File: src/rtl/disp_scan_ctrl.sv
// Scan controller for a shared seven-segment decoder: sequential binary-to-BCD conversion plus
// time-multiplexed digit refresh. Define DISP_LZB_EN to enable leading-zero blanking.
module disp_scan_ctrl #(
  parameter int unsigned NDIG        = 3,
  parameter int unsigned DATA_W      = 8,
  parameter int unsigned REFRESH_DIV = 1000
) (
  input  logic              clk,
  input  logic              rst,
  input  logic              load,
  input  logic [DATA_W-1:0] value,
  output logic              busy,
  output logic              ovf,
  output logic [3:0]        digit_bcd,
  output logic              seg_cs,
  output logic              seg_clear,
  output logic [NDIG-1:0]   dig_en
);

  localparam int unsigned BcdW  = 4 * NDIG;
  localparam int unsigned CntW  = $clog2(DATA_W + 1);
  localparam int unsigned SlotW = $clog2(REFRESH_DIV);
  localparam int unsigned IdxW  = (NDIG > 1) ? $clog2(NDIG) : 1;

  function automatic logic [63:0] pow10(int unsigned n);
    logic [63:0] p;
    p = 64'd1;
    for (int unsigned i = 0; i < n; i++) p = p * 64'd10;
    return p;
  endfunction

  localparam logic [63:0] Pow10 = pow10(NDIG);

  typedef enum logic [1:0] {StIdle, StConvert, StCommit} state_e;

  state_e                 state_q, state_d;
  logic [DATA_W-1:0]      bin_q, bin_d;
  logic [BcdW-1:0]        bcd_q, bcd_d, bcd_adj;
  logic [CntW-1:0]        cnt_q, cnt_d;
  logic                   lost_q, lost_d;
  logic                   big_q, big_d;
  logic                   busy_q, busy_d;
  logic                   ovf_q, ovf_d;
  logic [NDIG-1:0][3:0]   disp_q, disp_d;

  logic [SlotW-1:0]       slot_q, slot_d;
  logic [IdxW-1:0]        idx_q, idx_d;
  logic                   slot_wrap;
  logic                   lz_blank;
  logic [3:0]             digit_bcd_q, digit_bcd_d;
  logic                   seg_cs_q, seg_cs_d;
  logic                   seg_clear_q, seg_clear_d;
  logic [NDIG-1:0]        dig_en_q, dig_en_d;

  // Converter: double-dabble, one bit per cycle.
  always_comb begin
    state_d = state_q;
    bin_d   = bin_q;
    bcd_d   = bcd_q;
    cnt_d   = cnt_q;
    lost_d  = lost_q;
    big_d   = big_q;
    busy_d  = busy_q;
    ovf_d   = ovf_q;
    disp_d  = disp_q;
    bcd_adj = bcd_q;
    for (int unsigned i = 0; i < NDIG; i++) begin
      if (bcd_q[4*i +: 4] >= 4'd5) bcd_adj[4*i +: 4] = bcd_q[4*i +: 4] + 4'd3;
    end
    unique case (state_q)
      StIdle: begin
        if (load) begin
          bin_d   = value;
          bcd_d   = '0;
          cnt_d   = '0;
          lost_d  = 1'b0;
          big_d   = 64'(value) >= Pow10;
          busy_d  = 1'b1;
          state_d = StConvert;
        end
      end
      StConvert: begin
        {bcd_d, bin_d} = {bcd_adj[BcdW-2:0], bin_q, 1'b0};
        // Anything leaving the top nibble means the value did not fit.
        lost_d = lost_q | bcd_adj[BcdW-1];
        cnt_d  = cnt_q + CntW'(1);
        if (cnt_q == CntW'(DATA_W - 1)) state_d = StCommit;
      end
      StCommit: begin
        ovf_d   = lost_q | big_q;
        disp_d  = (lost_q | big_q) ? {NDIG{4'd9}} : bcd_q;
        busy_d  = 1'b0;
        state_d = StIdle;
      end
      default: state_d = StIdle;
    endcase
  end

  always_ff @(posedge clk or posedge rst) begin
    if (rst) begin
      state_q <= StIdle;
      bin_q   <= '0;
      bcd_q   <= '0;
      cnt_q   <= '0;
      lost_q  <= 1'b0;
      big_q   <= 1'b0;
      busy_q  <= 1'b0;
      ovf_q   <= 1'b0;
      disp_q  <= '0;
    end else begin
      state_q <= state_d;
      bin_q   <= bin_d;
      bcd_q   <= bcd_d;
      cnt_q   <= cnt_d;
      lost_q  <= lost_d;
      big_q   <= big_d;
      busy_q  <= busy_d;
      ovf_q   <= ovf_d;
      disp_q  <= disp_d;
    end
  end

  // Scanner: outputs change only on slot entry, so a slot never tears.
  always_comb begin
    slot_wrap   = (slot_q == SlotW'(REFRESH_DIV - 1));
    slot_d      = slot_wrap ? '0 : slot_q + SlotW'(1);
    idx_d       = idx_q;
    if (slot_wrap) idx_d = (idx_q == IdxW'(NDIG - 1)) ? '0 : idx_q + IdxW'(1);

    lz_blank = 1'b0;
`ifdef DISP_LZB_EN
    if (idx_q != '0) begin
      lz_blank = 1'b1;
      for (int unsigned j = 0; j < NDIG; j++) begin
        if (j >= 32'(idx_q) && disp_q[j] != 4'd0) lz_blank = 1'b0;
      end
    end
`endif

    digit_bcd_d = digit_bcd_q;
    seg_cs_d    = seg_cs_q;
    seg_clear_d = seg_clear_q;
    dig_en_d    = dig_en_q;
    if (slot_wrap) begin
      seg_cs_d    = 1'b1;
      seg_clear_d = 1'b1;
      dig_en_d    = '1;
    end else if (slot_q == '0) begin
      digit_bcd_d = disp_q[idx_q];
      seg_cs_d    = 1'b0;
      seg_clear_d = lz_blank;
      dig_en_d    = lz_blank ? '1 : ~(NDIG'(1) << idx_q);
    end
  end

  always_ff @(posedge clk or posedge rst) begin
    if (rst) begin
      slot_q      <= '0;
      idx_q       <= '0;
      digit_bcd_q <= 4'd0;
      seg_cs_q    <= 1'b1;
      seg_clear_q <= 1'b1;
      dig_en_q    <= '1;
    end else begin
      slot_q      <= slot_d;
      idx_q       <= idx_d;
      digit_bcd_q <= digit_bcd_d;
      seg_cs_q    <= seg_cs_d;
      seg_clear_q <= seg_clear_d;
      dig_en_q    <= dig_en_d;
    end
  end

  assign busy      = busy_q;
  assign ovf       = ovf_q;
  assign digit_bcd = digit_bcd_q;
  assign seg_cs    = seg_cs_q;
  assign seg_clear = seg_clear_q;
  assign dig_en    = dig_en_q;

endmodule

File: config.mk
export PLATFORM = sky130hd
export DESIGN_NAME = disp_scan_ctrl
export DESIGN_NICKNAME = d
export VERILOG_FILES = /design/src/rtl/disp_scan_ctrl.sv
export SDC_FILE = /design/constraint.sdc
export NUM_CORES = 1
export LEC_CHECK = 0
export BUFFER_PORTS_ARGS = -buffer_cell sky130_fd_sc_hd__clkbuf_2
export CAP_MARGIN = 20
export CORE_MARGIN = 2
export CORE_UTILIZATION = 59
export CTS_CLUSTER_SIZE = 28
export DETAILED_ROUTE_END_ITERATION = 7
export PLACE_DENSITY_LB_ADDON = 0.12
export SLEW_MARGIN = 10
export SYNTH_ARGS = -nofsm -noshare
export SYNTH_HDL_FRONTEND = slang
export SYNTH_SLANG_ARGS = --single-unit
File: constraint.sdc
create_clock -name clk -period 1.92 [get_ports clk]
set_input_delay 0.192 -clock clk [delete_from_list [all_inputs] [get_ports clk]]
set_output_delay 0.192 -clock clk [all_outputs]
set_load 0.01 [all_outputs]
# Word level (Yosys, flattened, before mapping)
# Cells that the tools add are included.
# Widths: inputs -> output; s select.
[classes]
n_addsub = 6
order_cmp = 4
eq_ne = 7
shift = 1
mux = 25
bitwise_logic = 3
reduce_logical = 9
[op_table]
columns = ["op", "count"]
rows = [
  ["$mux 12", 2],
  ["$pmux 12 s2", 1],
  ["$mux 4", 5],
  ["$pmux 8 s2", 1],
  ["$add 4x2->4 const B", 3],
  ["$ge 4x3->1 const B", 3],
  ["$add 10x1->10 const B", 1],
  ["$eq 10x10->1 const B", 1],
  ["$logic_not 10->1", 1],
  ["$mux 10", 1],
  ["$bmux 4 s2", 1],
  ["$mux 8", 1],
  ["$pmux 4 s2", 1],
  ["$reduce_and 2->1", 4],
  ["$mux 2", 3],
  ["$mux 3", 2],
  ["$reduce_bool 2->1", 3],
  ["$add 4x1->4 const B", 1],
  ["$eq 2x2->1 const B", 2],
  ["$eq 4x3->1 const B", 1],
  ["$mux 1", 4],
  ["$ne 2x2->1 const B", 2],
  ["$pmux 1 s2", 2],
  ["$pmux 2 s2", 1],
  ["other kinds (8)", 8],
]
[word_totals]
regBits = 61
out_inout_bits = 11
word_cells = 70

# Logic depth before layout (Yosys ltp)
# Gate-level depths: netlist of the first run.
[depth]
word_depth = 4
ltp_mapped = 6
depth_no_buf = 6

# Worst setup path after synthesis of the first run
# OpenSTA, ideal clock, no wires.
[synth_path]
path_type = "register -> register"
startpoint = "reg bcd_q[8]"
endpoint = "reg bcd_q[10]"
arrival_ns = 1.418
required_ns = 1.843
path_slack_ns = 0.425
stages_incl_launch_ff = 7
n_path_buf = 0
path_cell_list = "dfrtp_1 inv_1 ha_1 nand2b_1 a21oi_1 mux2_2 o21ai_1"
[synth_between]
elab_chain_len = 3
[synth_lines]
columns = ["element", "line", "rtl"]
rows = [
  ["from (decl)", "38", "logic [BcdW-1:0] bcd_q, bcd_d, bcd_adj;"],
  ["from (signal assigned)", "103", "bcd_q <= '0;"],
  ["from (signal assigned)", "113", "bcd_q <= bcd_d;"],
  ["$add 4x2->4 or $ge 4x3->1 (tied branches)", "68", "if (bcd_q[4*i +: 4] >= 4'd5) bcd_adj[4*i +: 4] = bcd_q[4*i +: 4] + 4'd3;"],
  ["$mux 4 (*)", "68", ""],
  ["$pmux 12 s2 (*)", "70", "unique case (state_q)"],
]
# Mark *: on every way between the ends. The rest lies on a longest branch, timed or not.
# A chain may end at the register's enable or synchronous reset.

# Worst setup path after layout of the first run
[layout_path]
startpoint = "reg bcd_q[9]"
endpoint = "reg bcd_q[10]"
# The elaborated chain is that of the path after synthesis.

==> results of run 1 <==
## repair_timing
item | in CTS | in global routing
hold endpoints to repair | 57 | 0
resized for setup | 0 | 0
hold buffers | 1 | 0
## cell families after synthesis
group / count (synthesis) / synth area share
AO/OA/AOI/OAI: 84 / 0.183
XOR/XNOR: 8 / 0.0237
adder cells (fa/ha/maj): 9 / 0.0381
buffers and inverters: 30 / 0.0457
flip-flops: 61 / 0.518
multiplexers: 11 / 0.0390
AND/OR/NAND/NOR: 86 / 0.152
## area by class of cell
| cell class | count | area, sq um |
|---|---|---|
| clock buffers | 14 | 163 |
| clock inverters | 2 | 10.0 |
| flip-flops and latches | 61 | 1530 |
| repair buffers | 31 | 208 |
| well taps | 67 | 83.8 |
| multi-input cells | 198 | 1290 |
| fillers | 391 | 1450 |
| inverters | 13 | 48.8 |
## layer usage
layer,up-vias,part of all wire
met5,-,0
met2,55,0.48
met4,0,0.019
met3,9,0.038
met1,1042,0.46
li1,1069,-
## worst max-delay path, cell delays in order, from the launching register on
cell	delay, ns
dfrtp_1	0.38
inv_1	0.15
ha_1	0.22
nand2b_1	0.07
a21oi_1	0.29
mux2_2	0.37
o21ai_1	0.11
## registers in the layout, summed over array words and instances, names as in the netlist, 2 cells and up
signal / cells
state_q: 2
disp_q: 12
digit_bcd: 4
dig_en: 3
cnt_q: 4
slot_q: 10
idx_q: 2
bcd_q: 12
bin_q: 8
## path summary, 6_finish.rpt
path | from | end | slack [ns] | cells after the start
worst max-delay path | bcd_q[9] | bcd_q[10] | 0.25 | 6
worst min-delay path | value[0] | bin_q[0] | 0.11 | 2
worst max register to register | bcd_q[9] | bcd_q[10] | 0.25 | 6
worst min register to register | seg_clear | seg_clear | 0.47 | 2
max in group asynchronous | rst | dig_en[0] | 1.16 | 4
min in group asynchronous | rst | slot_q[2] | 0.45 | 4
## stage by stage
stage	hold WS (ns)	utilization	total power, mW
6_report	0.112	0.696	4.34
5_1_grt	0.118	0.696	4.67
4_1_cts	0.0953	0.696	4.38
3_5_place_dp	0.271	0.658	3.36
3_3_place_gp	0.263	0.658	3.30
2_1_floorplan	0.362	-	2.99
## where the power goes
group	leakage [nW]	internal (mW)	switching [mW]
logic	0.657	0.659	0.706
clock network	0.0905	0.536	0.466
registers	0.780	1.66	0.316
total	1.53	2.85	1.49
## cells in the final DEF, fill, tap and decap left out, types with 5 or more instances in the layout
cell type	instances
ha_1	9
dfrtp_1	57
clkbuf_8	11
nand2b_1	11
o31ai_1	6
a21oi_1	8
o22ai_1	6
o21ai_0	27
o22a_1	5
inv_1	12
clkbuf_2	21
nand2_1	37
buf_4	7
a22oi_1	7
xnor2_1	5
o21ai_1	8
nor2_1	14
mux2i_1	7
==> summary.md, run 1 <==
| Metric | Value |
|---|---|
| WL per Instance | `14.0 um` |
| CTS Root Cell | `clkbuf_8` |
| Placed Cells | `369` |
| Grt met3 use | `0.0442` |
| IO Pins | `22` |
| Final Instance Count excl. Fillers | `386` |
| Ant diodes | `0` |
| Core Area | `4790 sq um` |
| Postcts setup bufs | `0` |
| Yosys cell types | `46` |
| Syn_area_per_cell | `10.2 sq um` |
| Area leader, netlist | `dfrtp_1` |
| CTS Sinks | `61` |
| Iteration count of the initial detailed-routing pass | `4` |
| DRT antenna net count | `0` |
| Die width | `74.8 um` |
| Worst-path maximum fanout | `5` |
| Initial antenna violation count | `0` |
| M1 GR Usage | `0.280` |
| H-tree depth | `3` |
| CP arrival | `1.92 ns` |
| Clk pin slew, worst setup/hold paths | `0.06 ns` |
| Max-cap check violation count | `0` |
| CTS Buf Count | `9` |
| Async set or reset register ratio after synthesis | `1.00` |
| Detailed-route via count | `2175` |
| I/O Buffers | `21` |
| Min setup slack post-route | `0.251 ns` |
| DP Wirelength | `3.78 mm` |
| Worst EP required | `2.17 ns` |
| PD cells | `1300 nW/um^2` |
| RSZ-0062 raised after global routing | `false` |
| Place WS | `0.298 ns` |
| Critical path type | `register to register` |
| Synth cell count leaders | `dfrtp_1, nand2_1, o21ai_0, nor2_1, inv_1` |
| Main synth FF type | `dfrtp_1` |
| Final setup fails | `0` |
| Synth top area share | `0.483` |
| Most used routing layer | `met2` |
| Hold/Removal Path Class | `input pin to register` |
| Grt total ovfl | `0` |
| Share of cells above drive strength 1 | `0.176` |
| Fin crit period | `1.67 ns` |
| Total Routing Usage GR | `0.220` |
| CTS tree | `built` |
| First-pass GRT wire length | `9.27 mm` |
| Drt initial violations | `117` |
| Vias per inst | `5.63` |
| Drt total wl | `5.40 mm` |
| Final instance area | `3330 sq um` |
| Die Y | `74.8 um` |
| Worst Setup Start Kind | `register` |
| Die Area | `5590 sq um` |
| Slew headroom | `0.660` |
| Max Transition Viols Final | `0` |
| Number of synthesized flops with an enable pin | `0` |
| Main area contributors after synthesis | `dfrtp_1, nand2_1, o21ai_0, ha_1, dfstp_2` |
| Syn. warnings | `0` |
| Vias in the first global route | `2087` |
| Setup TNS | `0 ns` |
| Period utilization | `0.869` |
| Clock skew | `0.00576 ns` |
| Initial Util | `0.617` |
| Synth Register Bits | `61` |
| Endpoints failing hold | `0` |
| DRC Markers | `0` |
| Actual slew at the worst max-slew pin | `0.509 ns` |
| Dpl cell area | `3150 sq um` |
| Area Growth Syn to Fin | `12.8%` |
| Max Fclk | `599 MHz` |
| Count leader, synth | `dfrtp_1` |
| Row count | `25` |
| Gpl congestion | `0.847` |
| Largest net degree at the start of global routing | `62` |
| Clk buf depth | `2` |
| Post-synthesis cell area | `2950 sq um` |
| Max IR drop VDD | `0.792 mV` |
| Syn nets | `309` |
| Clock latency on the worst-skew pair | `0.33 ns` |
| Sequential share of the synthesized area | `0.518` |
| Fin nets | `334` |
| Grt met2 use | `0.355` |
| Outcome | `finished clean` |
| Post-Syn Instances | `289` |
| Crit. End Element | `register` |
| Leak | `1.53 nW` |
(Power assumes the default switching activity.)
==> run 2: changes to the inputs <==
--- a/config.mk
+++ b/config.mk
@@ -7,11 +7,13 @@
 export LEC_CHECK = 0
 export BUFFER_PORTS_ARGS = -buffer_cell sky130_fd_sc_hd__clkbuf_2
 export CAP_MARGIN = 20
+export CORE_ASPECT_RATIO = 0.9
 export CORE_MARGIN = 2
 export CORE_UTILIZATION = 59
 export CTS_CLUSTER_SIZE = 28
 export DETAILED_ROUTE_END_ITERATION = 7
 export PLACE_DENSITY_LB_ADDON = 0.12
+export SETUP_SLACK_MARGIN = 0.4
 export SLEW_MARGIN = 10
 export SYNTH_ARGS = -nofsm -noshare
 export SYNTH_HDL_FRONTEND = slang
==> constraint.sdc (replaced) <==
create_clock -name clk -period 1.92 [get_ports clk]
set_input_delay 0.384 -clock clk [delete_from_list [all_inputs] [get_ports clk]]
set_output_delay 0.384 -clock clk [all_outputs]
set_load 0.01 [all_outputs]
==> run 2 against run 1 <==
Global-route usage grew 2.4 points. Critical path type unchanged. Core utilization is 3.0 points higher. Largest power group unchanged. Sequential power up 2%.
==> summary.md, run 2 (same netlist as run 1, synthesis figures left out) <==
| Metric | Value |
|---|---|
| Max Fclk | `665 MHz (+11%)` |
| Top layer in use | `met4` |
| Dpl cell area | `3140 sq um (-0.36%)` |
| Vias in the first global route | `2191 (+5.0%)` |
| Commonest non-fill, non-tap cell in the layout | `dfrtp_1` |
| Actual slew at the worst max-slew pin | `0.458 ns (-0.0519 ns)` |
| Gpl congestion | `0.753 (-11%)` |
| Outcome | `finished clean` |
| Final setup fails | `0 (unchanged)` |
| Iteration count of the initial detailed-routing pass | `4 (unchanged)` |
| Share of cells above drive strength 1 | `0.262 (+0.0860)` |
| DRT antenna net count | `0 (unchanged)` |
| Initial Util | `0.611 (-0.00623)` |
| H-tree depth | `3 (unchanged)` |
| Most frequent cells in the layout | `dfrtp_1, nand2_1, o21ai_0` |
| Vias per inst | `5.77 (+2.4%)` |
| Max-cap check violation count | `0 (unchanged)` |
| Fin crit period | `1.50 ns (-0.164 ns)` |
| Final Instance Count excl. Fillers | `390 (+1.0%)` |
| WL met2 | `2.94 mm (+13%)` |
| DRT met1 WL | `2.75 mm (+10%)` |
| Die Y | `71.1 um (-4.9%)` |
| Worst Setup Start Kind | `register` |
| Grt total ovfl | `0 (unchanged)` |
| Fin nets | `340 (+1.8%)` |
| CTS Sinks | `61 (unchanged)` |
| Clock skew | `0.00722 ns (+0.00146 ns)` |
| Clock latency on the worst-skew pair | `0.34 ns (about the same)` |
| RSZ-0062 raised after global routing | `true` |
| Layout fillers | `363 (-7.2%)` |
| Regs by FF count | `bcd_q (12), disp_q (12), slot_q (10)` |
| Drt initial violations | `130 (+11%)` |
| Ant diodes | `0 (unchanged)` |
| Max Transition Viols Final | `0 (unchanged)` |
| Final instance area | `3510 sq um (+5.3%)` |
| Crit. End Element | `register` |
| Part of the power in combinational logic | `0.308 (-0.007)` |
| Clk pin slew, worst setup/hold paths | `0.07 ns (about the same)` |
| Worst EP required | `2.20 ns (+0.03 ns)` |
| Core Area | `4830 sq um (+1.0%)` |
| Critical path type | `register to register` |
| Largest net degree at the start of global routing | `62 (unchanged)` |
| NetSw | `1.59 mW (+6.7%)` |
| Post-cts hold buffer count | `0 (-1)` |
| Slew headroom | `0.695 (+0.0346)` |
| Area Growth Syn to Fin | `18.8%` |
| Final hold slack | `0.0979 ns (-0.0139 ns)` |
| Clock Power Share | `0.269 (+0.038)` |
| Place WS | `0.267 ns (-0.0312 ns)` |
| Placed Cells | `367 (-0.54%)` |
| Hold/Removal Path Class | `input pin to async pin` |
| Endpoints failing hold | `0 (unchanged)` |
| Row count | `24 (-4.0%)` |
| Clk buf depth | `2 (unchanged)` |
| DRC Markers | `0 (unchanged)` |
| CTS tree | `built` |
| Die width | `78.6 um (+5.1%)` |
| Drt total wl | `6.06 mm (+12%)` |
| DP Wirelength | `3.93 mm (+3.9%)` |
| Detailed-route via count | `2250 (+3.4%)` |
| I/O Buffers | `21 (unchanged)` |
| Leak | `1.60 nW (+5.1%)` |
| Initial antenna violation count | `0 (unchanged)` |
| First-pass GRT wire length | `10.4 mm (+12%)` |
| Die Area | `5590 sq um (about the same)` |
| P_int | `3.17 mW (+11%)` |
| Period utilization | `0.784 (-0.0856)` |
| CP arrival | `1.78 ns (-0.14 ns)` |
| Total Routing Usage GR | `0.244 (+0.0240)` |
| Setup TNS | `0 ns (unchanged)` |
| Routed wl met3 | `242 um (+17%)` |
| Sw Ratio | `0.334 (-0.00907)` |
| CTS Buf Count | `9 (unchanged)` |
| PD cells | `1360 nW/um^2 (+4.1%)` |
| Max IR drop VDD | `1.25 mV (+58%)` |
| Flop pwr share | `0.423 (-0.032)` |
| CTS Root Cell | `clkbuf_8` |
| WL per Instance | `15.5 um (+11%)` |
| Min setup slack post-route | `0.415 ns (+0.164 ns)` |
| IO Pins | `22 (unchanged)` |
| Worst-path maximum fanout | `3 (-2)` |
==> run 2: timing repair <==
action / in CTS / in global routing
setup buffers: 2 / 4
resized for setup: 14 / 12
cloned: 0 / 1
pin swaps: 1 / 4
setup endpoints to repair: 14 / 27
hold endpoints to repair: 0 / 0
==> run 2: final timing paths <==
check,depth (start not counted),from,slack [ns],to
min in group clk,2,value[0],0.30,bin_q[0]
max in group asynchronous,3,rst,1.49,dig_en[2]
worst max-delay path,6,bcd_q[0],0.42,bcd_q[2]
worst min register to register,2,seg_clear,0.47,seg_clear
worst min-delay path,3,rst,0.1,slot_q[6]
worst max register to register,6,bcd_q[0],0.42,bcd_q[2]
==> run 2: stage by stage <==
step,utilization,total power [mW]
after floorplan,-,2.99
after global placement,0.649,3.33
after detailed placement,0.649,3.38
after CTS,0.709,4.75
after global routing,0.726,5.08
final,0.726,4.76
==> run 2: final cells by class <==
cell class | count | area [sq um] | share of cell area
Multi-Input combinational cell | 199 | 1380 | 0.393
Tap cell | 65 | 81.3 | 0.0232
Clock inverter | 4 | 70.1 | 0.0200
Clock buffer | 12 | 155 | 0.0442
Timing Repair Buffer | 36 | 234 | 0.0667
Inverter | 13 | 52.6 | 0.0150
Sequential cell | 61 | 1540 | 0.438
==> run 2: routing by layer <==
| metal | vias to the layer above | global-route usage |
|---|---|---|
| met2 | 51 | 0.382 |
| met1 | 1092 | 0.325 |
| met4 | 0 | 0.113 |
| met3 | 13 | 0.0587 |
| met5 | - | 0 |
| li1 | 1094 | - |
==> run 2: critical path, stage by stage (launching register included) <==
cell and delay [ns]:
dfrtp_1 0.41, inv_2 0.09, ha_2 0.21, nand2b_1 0.10
a21oi_2 0.22, mux2i_1 0.27, a22o_1 0.15
==> run 2: power by group through the flow <==
stage | combinational, mW | sequential [mW] | clock [mW]
6_report | 1.46 | 2.01 | 1.28
3_5_place_dp | 1.37 | 2.01 | 0
4_1_cts | 1.43 | 2.01 | 1.31
3_3_place_gp | 1.33 | 2.00 | 0
2_1_floorplan | 1.11 | 1.89 | 0
5_1_grt | 1.65 | 2.07 | 1.36
